$ cat config.mk
export PLATFORM = sky130hd
export DESIGN_NAME = mem_port_arbiter
export DESIGN_NICKNAME = d
export VERILOG_FILES = /design/src/rtl/mem_port_arbiter_pkg.sv /design/src/rtl/mem_port_arbiter.sv
export SDC_FILE = /design/constraint.sdc
export NUM_CORES = 1
export LEC_CHECK = 0
export ABC_AREA = 1
export BUFFER_PORTS_ARGS = -buffer_cell sky130_fd_sc_hd__buf_2
export CORE_MARGIN = 2
export CORE_UTILIZATION = 45
export DETAILED_ROUTE_END_ITERATION = 6
export PLACE_DENSITY = 0.84
export SLEW_MARGIN = 10
export SYNTH_ARGS = -nofsm -noshare
export SYNTH_HDL_FRONTEND = slang
export SYNTH_SLANG_ARGS = --single-unit
$ cat constraint.sdc
create_clock -name clk -period 1.77 [get_ports clk]
set_input_delay 0.2655 -clock clk [delete_from_list [all_inputs] [get_ports clk]]
set_output_delay 0.2655 -clock clk [all_outputs]
set_load 0.01 [all_outputs]
$ cat src/rtl/mem_port_arbiter_pkg.sv
// Shared types and default widths for the IF/MEM single-port memory arbiter.
package mem_port_arbiter_pkg;

  typedef enum logic [1:0] {
    IDLE    = 2'd0,
    BUSY_IF = 2'd1,
    BUSY_D  = 2'd2
  } arb_state_t;

  localparam int ADDR_W_DEF     = 8;
  localparam int DATA_W_DEF     = 16;
  localparam int STARVE_MAX_DEF = 3;

endpackage

$ cat src/rtl/mem_port_arbiter.sv
// Arbitrates fetch (IF) and load/store (MEM) onto one variable-latency memory; MEM wins unless IF is starved.
// Access period is 2 + memory latency; requests wait (stall high) while another access is outstanding.
module mem_port_arbiter
  import mem_port_arbiter_pkg::*;
#(
  parameter int ADDR_W     = ADDR_W_DEF,
  parameter int DATA_W     = DATA_W_DEF,
  parameter int STARVE_MAX = STARVE_MAX_DEF
) (
  input  logic              clk,
  input  logic              reset,
  input  logic              if_req,
  input  logic [ADDR_W-1:0] if_addr,
  output logic [DATA_W-1:0] if_rdata,
  output logic              if_valid,
  input  logic              d_req,
  input  logic              d_we,
  input  logic [ADDR_W-1:0] d_addr,
  input  logic [DATA_W-1:0] d_wdata,
  output logic [DATA_W-1:0] d_rdata,
  output logic              d_valid,
  input  logic              flush,
  output logic              mem_en,
  output logic              mem_we,
  output logic [ADDR_W-1:0] mem_addr,
  output logic [DATA_W-1:0] mem_wdata,
  input  logic [DATA_W-1:0] mem_rdata,
  input  logic              mem_ready,
  output logic              stall
);

  localparam int                CNT_W   = $clog2(STARVE_MAX + 1);
  localparam logic [CNT_W-1:0]  CNT_MAX = CNT_W'(STARVE_MAX);

  arb_state_t       state;
  arb_state_t       state_nxt;
  logic [CNT_W-1:0] starve_cnt;
  logic             discard;
  logic             if_forced;
  logic             grant_if;
  logic             grant_d;

  assign stall = (if_req & ~if_valid) | (d_req & ~d_valid);

  assign if_forced = if_req && (starve_cnt == CNT_MAX);
  assign grant_if  = (state == IDLE) && if_req && (if_forced || !d_req);
  assign grant_d   = (state == IDLE) && d_req && !if_forced;

  always_ff @(posedge clk or negedge reset) begin
    if (!reset) begin
      state <= IDLE;
    end else begin
      state <= state_nxt;
    end
  end

  always_comb begin
    state_nxt = state;
    case (state)
      IDLE: begin
        if (grant_d) begin
          state_nxt = BUSY_D;
        end else if (grant_if) begin
          state_nxt = BUSY_IF;
        end
      end
      BUSY_IF, BUSY_D: begin
        if (mem_ready) begin
          state_nxt = IDLE;
        end
      end
      default: state_nxt = IDLE;
    endcase
  end

  always_ff @(posedge clk or negedge reset) begin
    if (!reset) begin
      mem_en     <= 1'b0;
      mem_we     <= 1'b0;
      mem_addr   <= '0;
      mem_wdata  <= '0;
      if_rdata   <= '0;
      d_rdata    <= '0;
      if_valid   <= 1'b0;
      d_valid    <= 1'b0;
      starve_cnt <= '0;
      discard    <= 1'b0;
    end else begin
      mem_en   <= grant_if | grant_d;
      if_valid <= 1'b0;
      d_valid  <= 1'b0;

      if (grant_d) begin
        mem_we    <= d_we;
        mem_addr  <= d_addr;
        mem_wdata <= d_wdata;
      end else if (grant_if) begin
        mem_we   <= 1'b0;
        mem_addr <= if_addr;
      end

      if (!if_req || grant_if) begin
        starve_cnt <= '0;
      end else if (grant_d && (starve_cnt != CNT_MAX)) begin
        starve_cnt <= starve_cnt + 1'b1;
      end

      // A flush in the completion cycle itself must also suppress delivery.
      if (state == BUSY_IF) begin
        if (mem_ready) begin
          if (!discard && !flush) begin
            if_rdata <= mem_rdata;
            if_valid <= 1'b1;
          end
          discard <= 1'b0;
        end else if (flush) begin
          discard <= 1'b1;
        end
      end

      if ((state == BUSY_D) && mem_ready) begin
        if (!mem_we) begin
          d_rdata <= mem_rdata;
        end
        d_valid <= 1'b1;
      end
    end
  end

endmodule
Word level (Yosys, flattened, before mapping):

Cells that the tools add are included.

* bits in latches: 0
* word-level logic and storage cells: 65
* register bits: 65
* bits in writable memories: 0
* memories: 0
* ROM bits: 0

* multiplexer cells: 16
* magnitude comparators: 0
* shifts and indexed selects: 0
* equality and inequality tests: 6
* add/subtract/negate cells: 1
* div/mod/pow operators: 0
* bitwise logic cells: 7
* reduce and logical (&&, ||, !) cells: 24
* multipliers: 0

Operators with widths (number)
* $mux W8: 2
* $mux W2: 5
* $logic_and A1 B1 Y1: 8
* $mux W1: 8
* $reduce_and A2 Y1: 3
* $reduce_bool A2 Y1: 3
* $logic_not A1 Y1: 5
* $eq A2 B2 Y1 const B: 2
* $ne A2 B2 Y1 const B: 2
* $pmux W2 S2: 1
* $ne A3 B3 Y1 const B: 1
* $not A1 Y1: 3
* $reduce_and A3 Y1: 1
* $add A2 B1 Y2 const B: 1
* $and A1 B1 Y1: 2
* $eq A2 B1 Y1 const B: 1
* $logic_not A2 Y1: 1
* $logic_or A1 B1 Y1: 2
* $or A1 B1 Y1: 2
* $reduce_or A2 Y1: 1

Longest topological paths before layout:

Gate-level depths: netlist (run 1).

* depth after elaboration: 7
* gate-level depth with buffers: 9
* depth with buffers taken out: 8

Worst setup path after synthesis (run 1):

OpenSTA, ideal clock, no wires.

* path type: reg2reg
* start: register state[0]
* end: register mem_wdata[10]
* clock period less this slack: 1.320 ns
* cell stages (with the launch flop): 9
* setup time: 0.116 ns
* required time: 1.654 ns
* arrival: 1.204 ns
* slack: 0.450 ns
* cells stage by stage: dfrtp_1 inv_1 ha_1 nand2_2 clkinv_4 nand2_8 clkbuf_8 nand2_1 nand2_1

* cells in the longest elaborated chain, start to end: 3

Ends and longest elaborated chain
* from (decl): line mem_port_arbiter.sv:35 `arb_state_t state;`
* from (signal assigned): line mem_port_arbiter.sv:53 `state <= state_nxt;`
* $logic_not A2 Y1: line mem_port_arbiter.sv:47 `assign grant_d = (state == IDLE) && d_req && !if_forced;`
* $logic_and A1 B1 Y1 (2 in series): line mem_port_arbiter.sv:47
* to (signal assigned): line mem_port_arbiter.sv:96 `mem_wdata <= d_wdata;`
* to (decl): line mem_port_arbiter.sv:26 `output logic [DATA_W-1:0] mem_wdata,`

Every way passes these cells.
A chain may end at the register's enable or synchronous reset.

Final worst setup path (run 1):

* start: register state[0]
* end: register mem_wdata[3]

The elaborated chain is that of the path after synthesis.

==> results of run 1 <==
## synthesized netlist by cell type, types with 2 or more instances
cell | number | area [um2]
clkbuf_1 | 2 | 7.51
inv_1 | 29 | 109
ha_1 | 4 | 50.1
dfrtp_1 | 65 | 1630
nand3_1 | 26 | 130
nand2_1 | 100 | 375
o21ai_0 | 35 | 175
nand2_2 | 6 | 37.5
buf_2 | 4 | 20.0
nor2_1 | 2 | 7.51
nand2_8 | 2 | 40.0
## per-stage QoR
stage               power [mW]  hold WS, ns  area (um2)
floorplan                 3.81      -0.0301        2670
global placement          4.66        0.305        3310
detailed placement        4.76        0.330        3310
CTS                       6.18        0.123        3540
global route              6.59        0.133        3540
finish                    6.10        0.136        3540
## power by group
group / internal (mW) / switching, mW / total [mW]
registers: 2.16 / 0.354 / 2.52
clock network: 0.873 / 0.521 / 1.39
logic: 0.883 / 1.31 / 2.19
total: 3.92 / 2.19 / 6.10
## cells in the final DEF (no fill, tap or decap), drive strengths merged
| cell | count |
|---|---|
| a21oi | 1 |
| clkbuf | 14 |
| bufinv | 2 |
| nor2 | 2 |
| nand2 | 108 |
| nand3 | 26 |
| inv | 30 |
| dlygate4sd3 | 1 |
| ha | 4 |
| nand4 | 1 |
| buf | 118 |
| o22ai | 1 |
| dfrtp | 65 |
| o21ai | 36 |
| clkinv | 2 |
## worst max-delay path: stages (launching register included)
cell	delay, ns
dfrtp_1	0.40
inv_1	0.09
ha_1	0.29
nand2_2	0.10
clkinv_4	0.11
nand2_8	0.12
inv_8	0.14
nand2_1	0.07
nand2_1	0.06
## cell families after synthesis
family | after synthesis | synth area share [%]
simple gates | 137 | 22.3
compound gates | 38 | 7.44
flops | 65 | 60.8
fa+ha+maj | 4 | 1.87
buf+inv | 41 | 7.53
## layout make-up
type,instances,area [um2],share of cell area (%)
Multi-Input combinational cell,179,846,23.9
Sequential cell,65,1630,45.9
Clock inverter,2,60.1,1.70
Timing Repair Buffer,119,621,17.5
Tap cell,75,93.8,2.65
Inverter,32,133,3.74
Clock buffer,14,163,4.59
## registers in the layout, summed over array words and instances (netlist names), 2 cells and up
| signal | count |
|---|---|
| starve_cnt | 2 |
| state | 2 |
| mem_wdata | 16 |
| d_rdata | 16 |
| if_rdata | 16 |
| mem_addr | 8 |
## metal layers
metal / track usage [%] / up-vias / share of wire (%)
li1: - / 1135 / -
met2: 31.7 / 66 / 51
met1: 23.8 / 1053 / 43
met5: 0 / - / 0
met4: 7.12 / 0 / 1.5
met3: 3.44 / 9 / 5.2
## worst paths after layout
path,startpoint,end,slack (ns),cells after the start
worst min-delay path,d_wdata[15],mem_wdata[15],0.14,3
worst max-delay path,state[0],mem_wdata[3],0.33,8
min in group asynchronous,reset,if_rdata[3],0.49,3
worst min register to register,if_rdata[1],if_rdata[1],0.48,2
max in group asynchronous,reset,d_valid,0.99,3
worst max register to register,state[0],mem_wdata[3],0.33,8
## repair_timing
action / 4_1_cts / 5_1_grt
resized for setup: 0 / 0
hold endpoints to repair: 65 / 0
hold buffers: 1 / 0
==> run_results.csv, run 1 <==
group,metric,value,unit
detailed_routing,drt-pass1-iter-count,4,
placement,place_congestion,0.686,
yosys,synth-seq-cells,65,
floorplan,fp.dieW,81.1,um
timing,report.final.slew_viol_count,0,
detailed_routing,wl_per_cell,12.3,um
cts,numCtsBuffers,9,
timing,slew_headroom,71.2,%
yosys,ys.flop_type,"dfrtp_1",
worst_setup_path,cp_max_fo,18,
detailed_routing,drtAntennaViolNets,0,
floorplan,row_count,28,
worst_setup_path,required,2.03,ns
timing,setup_viol,0,
worst_setup_path,critPathLaunchType,"flip-flop",
cts,worstSkewPairLatency,0.33,ns
worst_setup_path,cp-end-kind,"flip-flop",
yosys,synth.avg_cell_area,9.38,um2
power,power_density,1720,nW/um2
placement,dp_cells,469,
floorplan,num_io_pins,116,
floorplan,die_area,6570,um2
cts,clock-sinks,65,
floorplan,die_y,81.1,um
power,p_leak,2.05,nW
global_route,grt_usage,18.7,%
timing,setup_tns,0,ns
cts,clockRootBuffer,"clkbuf_8",
timing,rsz0062_at_grt,"no",
finish,num-fill-cells,546,
timing,finalWorstSetupSlack,0.334,ns
cts,post_cts_buffers,0,
floorplan,initial_utilization,46.0,%
yosys,seq_area_frac_synth,60.8,%
power,peakVddDrop,882,uV
flow_run,cap_violations,0,
floorplan,core_area,5820,um2
yosys,syn_nets,344,
placement,port_buffers,115,
placement,dp_hpwl,4290,um
detailed_routing,drtIter0Drc,150,
global_route,grt_pass1_vias,2101,
yosys,synthCells,285,
detailed_routing,wl,5970,um
finish,fin_util,60.9,%
timing,period_share,81.2,%
cts,path_clk_slew,0.06,ns
yosys,netlist_area,2670,um2
detailed_routing,post_drt_via_cell_ratio,4.66,
placement,pre_cts_ws,0.332,ns
timing,finalHoldViolations,0,
yosys,yosysUniqueCellTypes,21,
global_route,grt_antenna_before_repair,0,
worst_setup_path,arrival,1.70,ns
yosys,synth_edf_count,0,
yosys,synthArstFlopShare,100,%
yosys,ys_warn_count,0,
global_route,grt.overflow.total,0,
cts,cts.path.max_buffers,2,
finish,drive_above_1_share,34.8,%
cts,h-tree-depth,3,
worst_setup_path,critPathKind,"flip-flop to flip-flop",
timing,post-route-min-period,1.44,ns
finish,final_net_count,465,
finish,areaGrowthSynthToFinish,32.5,%
worst_hold_path,hold_class,"input pin to flip-flop",
finish,final_cells,486,
timing,worst_pin_slew,0.432,ns
timing,skew,0.00776,ns
status,status,"completed",
detailed_routing,drc,0,
finish,n_antenna_cell,0,
timing,fmax,696,MHz
cts,cts_tree,"done",
global_route,grt_first_pass_wirelength,9470,um
detailed_routing,vias,2263,
global_route,grt_max_degree,66,
No activity file was read; power rests on OpenSTA's default activity.
==> inputs of run 2 (changes only) <==
CORE_UTILIZATION = 42   (was 45)
PLACE_DENSITY = 0.83   (was 0.84)
clock period = 1.2 ns   (was 1.77 ns; I/O delays follow)
==> run 2 against run 1 <==
Effect of this change:
- the run now ends with negative setup slack left
- critical path depth is 1 lower
- cell area rose by 18%
- final cell count rose by 3.7%
- worst setup slack got worse by 0.48 ns
- hold slack got worse by 0.090 ns
- non-clock buffer count is 15 higher
- sequential power grew 59%
- count of clock-buffer cells in the layout fell by 4
- critical path type unchanged
- core utilization is 6.3 points higher
- highest routed layer unchanged
==> run_results.csv, run 2 (same netlist as run 1, synthesis figures left out) <==
group,metric,value,unit
floorplan,row_count,29,
power,power.share.clock,19.6,%
global_route,grt_max_degree,66,
worst_setup_path,rrSetupSlack,-0.15,ns
power,power_density,2580,nW/um2
timing,period_share,112,%
placement,place_congestion,0.730,
worst_hold_path,worstHoldPathCells,3,
worst_hold_path,holdPathEnd,"mem_wdata[15]",
worst_setup_path,cp-end-kind,"flip-flop",
cts,clock-sinks,65,
global_route,grt.overflow.total,0,
global_route,grt_pass1_vias,2296,
floorplan,die_y,83.8,um
worst_hold_path,hold_class,"input pin to flip-flop",
cts,cts.path.max_buffers,2,
cts,h-tree-depth,3,
placement,dp_cells,477,
finish,drive_above_1_share,56.7,%
worst_setup_path,r2r_start,"state[1]",
worst_setup_path,cp_max_fo,8,
floorplan,die_area,7020,um2
cts,path_clk_slew,0.07,ns
timing,post-route-min-period,1.35,ns
finish,final_net_count,481,
detailed_routing,vias,2542,
finish,n_antenna_cell,0,
worst_setup_path,required,1.44,ns
placement,dp_hpwl,4480,um
power,peakVddDrop,1310,uV
finish,areaGrowthSynthToFinish,56.8,%
placement,port_buffers,115,
worst_setup_path,arrival,1.59,ns
timing,finalWorstSetupSlack,-0.150,ns
detailed_routing,drc,0,
detailed_routing,post_drt_via_cell_ratio,5.04,
timing,fmax,741,MHz
floorplan,core_area,6240,um2
floorplan,fp.dieW,83.8,um
worst_setup_path,critPathLaunchType,"flip-flop",
floorplan,num_io_pins,116,
global_route,grt_first_pass_wirelength,10500,um
worst_setup_path,critPathKind,"flip-flop to flip-flop",
finish,layout_commonest_cell,"buf_2",
detailed_routing,drtIter0Drc,104,
detailed_routing,wl,7950,um
timing,skew,0.0158,ns
finish,num-fill-cells,464,
power,p_leak,2.28,nW
power,comb_power_share,43.5,%
cts,numCtsBuffers,9,
cts,worstSkewPairLatency,0.33,ns
finish,fin_util,67.2,%
finish,final_cells,504,
floorplan,initial_utilization,42.8,%
finish,mostFrequentLayoutCells,"buf_2 (115), dfrtp_1 (64), nand2_1 (48), nand2_2 (37), inv_1 (25)",
status,status,"finished with violations",
global_route,grt_antenna_before_repair,0,
detailed_routing,drtAntennaViolNets,0,
finish,reg_top3,"d_rdata (16), if_rdata (16), mem_wdata (16)",
timing,rsz0062_at_grt,"yes",
detailed_routing,drt-pass1-iter-count,4,
power,p_sw,4.24,mW
status,violations,"negative setup slack",
timing,report.final.slew_viol_count,0,
timing,finalHoldViolations,0,
global_route,grt_usage,18.4,%
detailed_routing,wl_per_cell,15.8,um
cts,cts_tree,"done",
power,intPower,6.58,mW
finish,stdcell_area,4190,um2
worst_hold_path,worst_hold_startpoint,"d_wdata[15]",
timing,setup_viol,60,
flow_run,cap_violations,0,
power,p_sw_share,39.2,%
timing,worst_pin_slew,0.342,ns
placement,dpl-instance-area,3430,um2
timing,slew_headroom,77.2,%
worst_setup_path,r2r-end,"if_rdata[4]",
power,power_frac_seq,37.0,%
cts,clockRootBuffer,"clkbuf_8",
worst_setup_path,ff2ff_path_depth,7,
-- run 2: timing repair --
action | CTS | global route
hold endpoints to repair | 65 | 0
setup endpoints to repair | 58 | 61
hold buffers | 1 | 0
pin swaps | 8 | 15
setup buffers | 0 | 2
gates cloned | 0 | 8
resized for setup | 22 | 114
-- run 2: area by class of cell --
class                           instances  area, um2  share of cell area (%)
Multi-Input combinational cell        180       1220                    29.0
Clock buffer                           10        138                    3.28
Inverter                               32        138                    3.28
Clock inverter                          6       91.3                    2.18
Sequential cell                        65       1630                    38.8
Tap cell                               77       96.3                    2.30
Timing Repair Buffer                  134        886                    21.1
-- run 2: power groups by stage --
stage / logic [mW] / registers [mW] / clock network, mW
floorplan: 1.53 / 4.18 / 0
global placement: 3.48 / 3.70 / 0
detailed placement: 3.64 / 3.72 / 0
CTS: 3.75 / 3.72 / 2.15
global route: 5.12 / 4.09 / 2.25
finish: 4.70 / 4.00 / 2.12
-- run 2: worst max path at each step --
stage,depth (start not counted),startpoint,slack (ns),end
after floorplan,9,state[1],-0.01,mem_wdata[10]
after global placement,6,state[0],-0.06,mem_addr[4]
after detailed placement,6,state[0],-0.11,mem_addr[7]
after CTS,8,state[1],-0.1,if_rdata[7]
after global routing,7,state[1],-0.18,if_rdata[4]
final,7,state[1],-0.15,if_rdata[4]
-- run 2: critical path, cell delays in order (launching register included) --
cell       delay (ns)
dfrtp_1          0.40
inv_2            0.12
ha_4             0.15
nand2_2          0.04
inv_2            0.07
nand2_4          0.10
clkbuf_16        0.21
o21ai_1          0.17
-- run 2: metal layers --
layer / wire [um] / global-route usage (%) / vias to the layer above
li1: - / - / 1178
met1: 3150 / 23.2 / 1221
met2: 4040 / 30.5 / 107
met3: 406 / 3.36 / 36
met4: 353 / 8.94 / 0
met5: 0 / 0 / -
-- run 2: stage by stage --
stage	power, mW	setup slack [ns]	hold slack, ns	TNS, ns
CTS	9.62	-0.0969	0.0320	-2.00
detailed placement	7.36	-0.114	0.224	-3.30
global placement	7.19	-0.0551	0.217	-1.17
global route	11.5	-0.179	0.0384	-7.05
floorplan	5.70	-0.0140	-0.116	-0.110
finish	10.8	-0.150	0.0456	-4.47
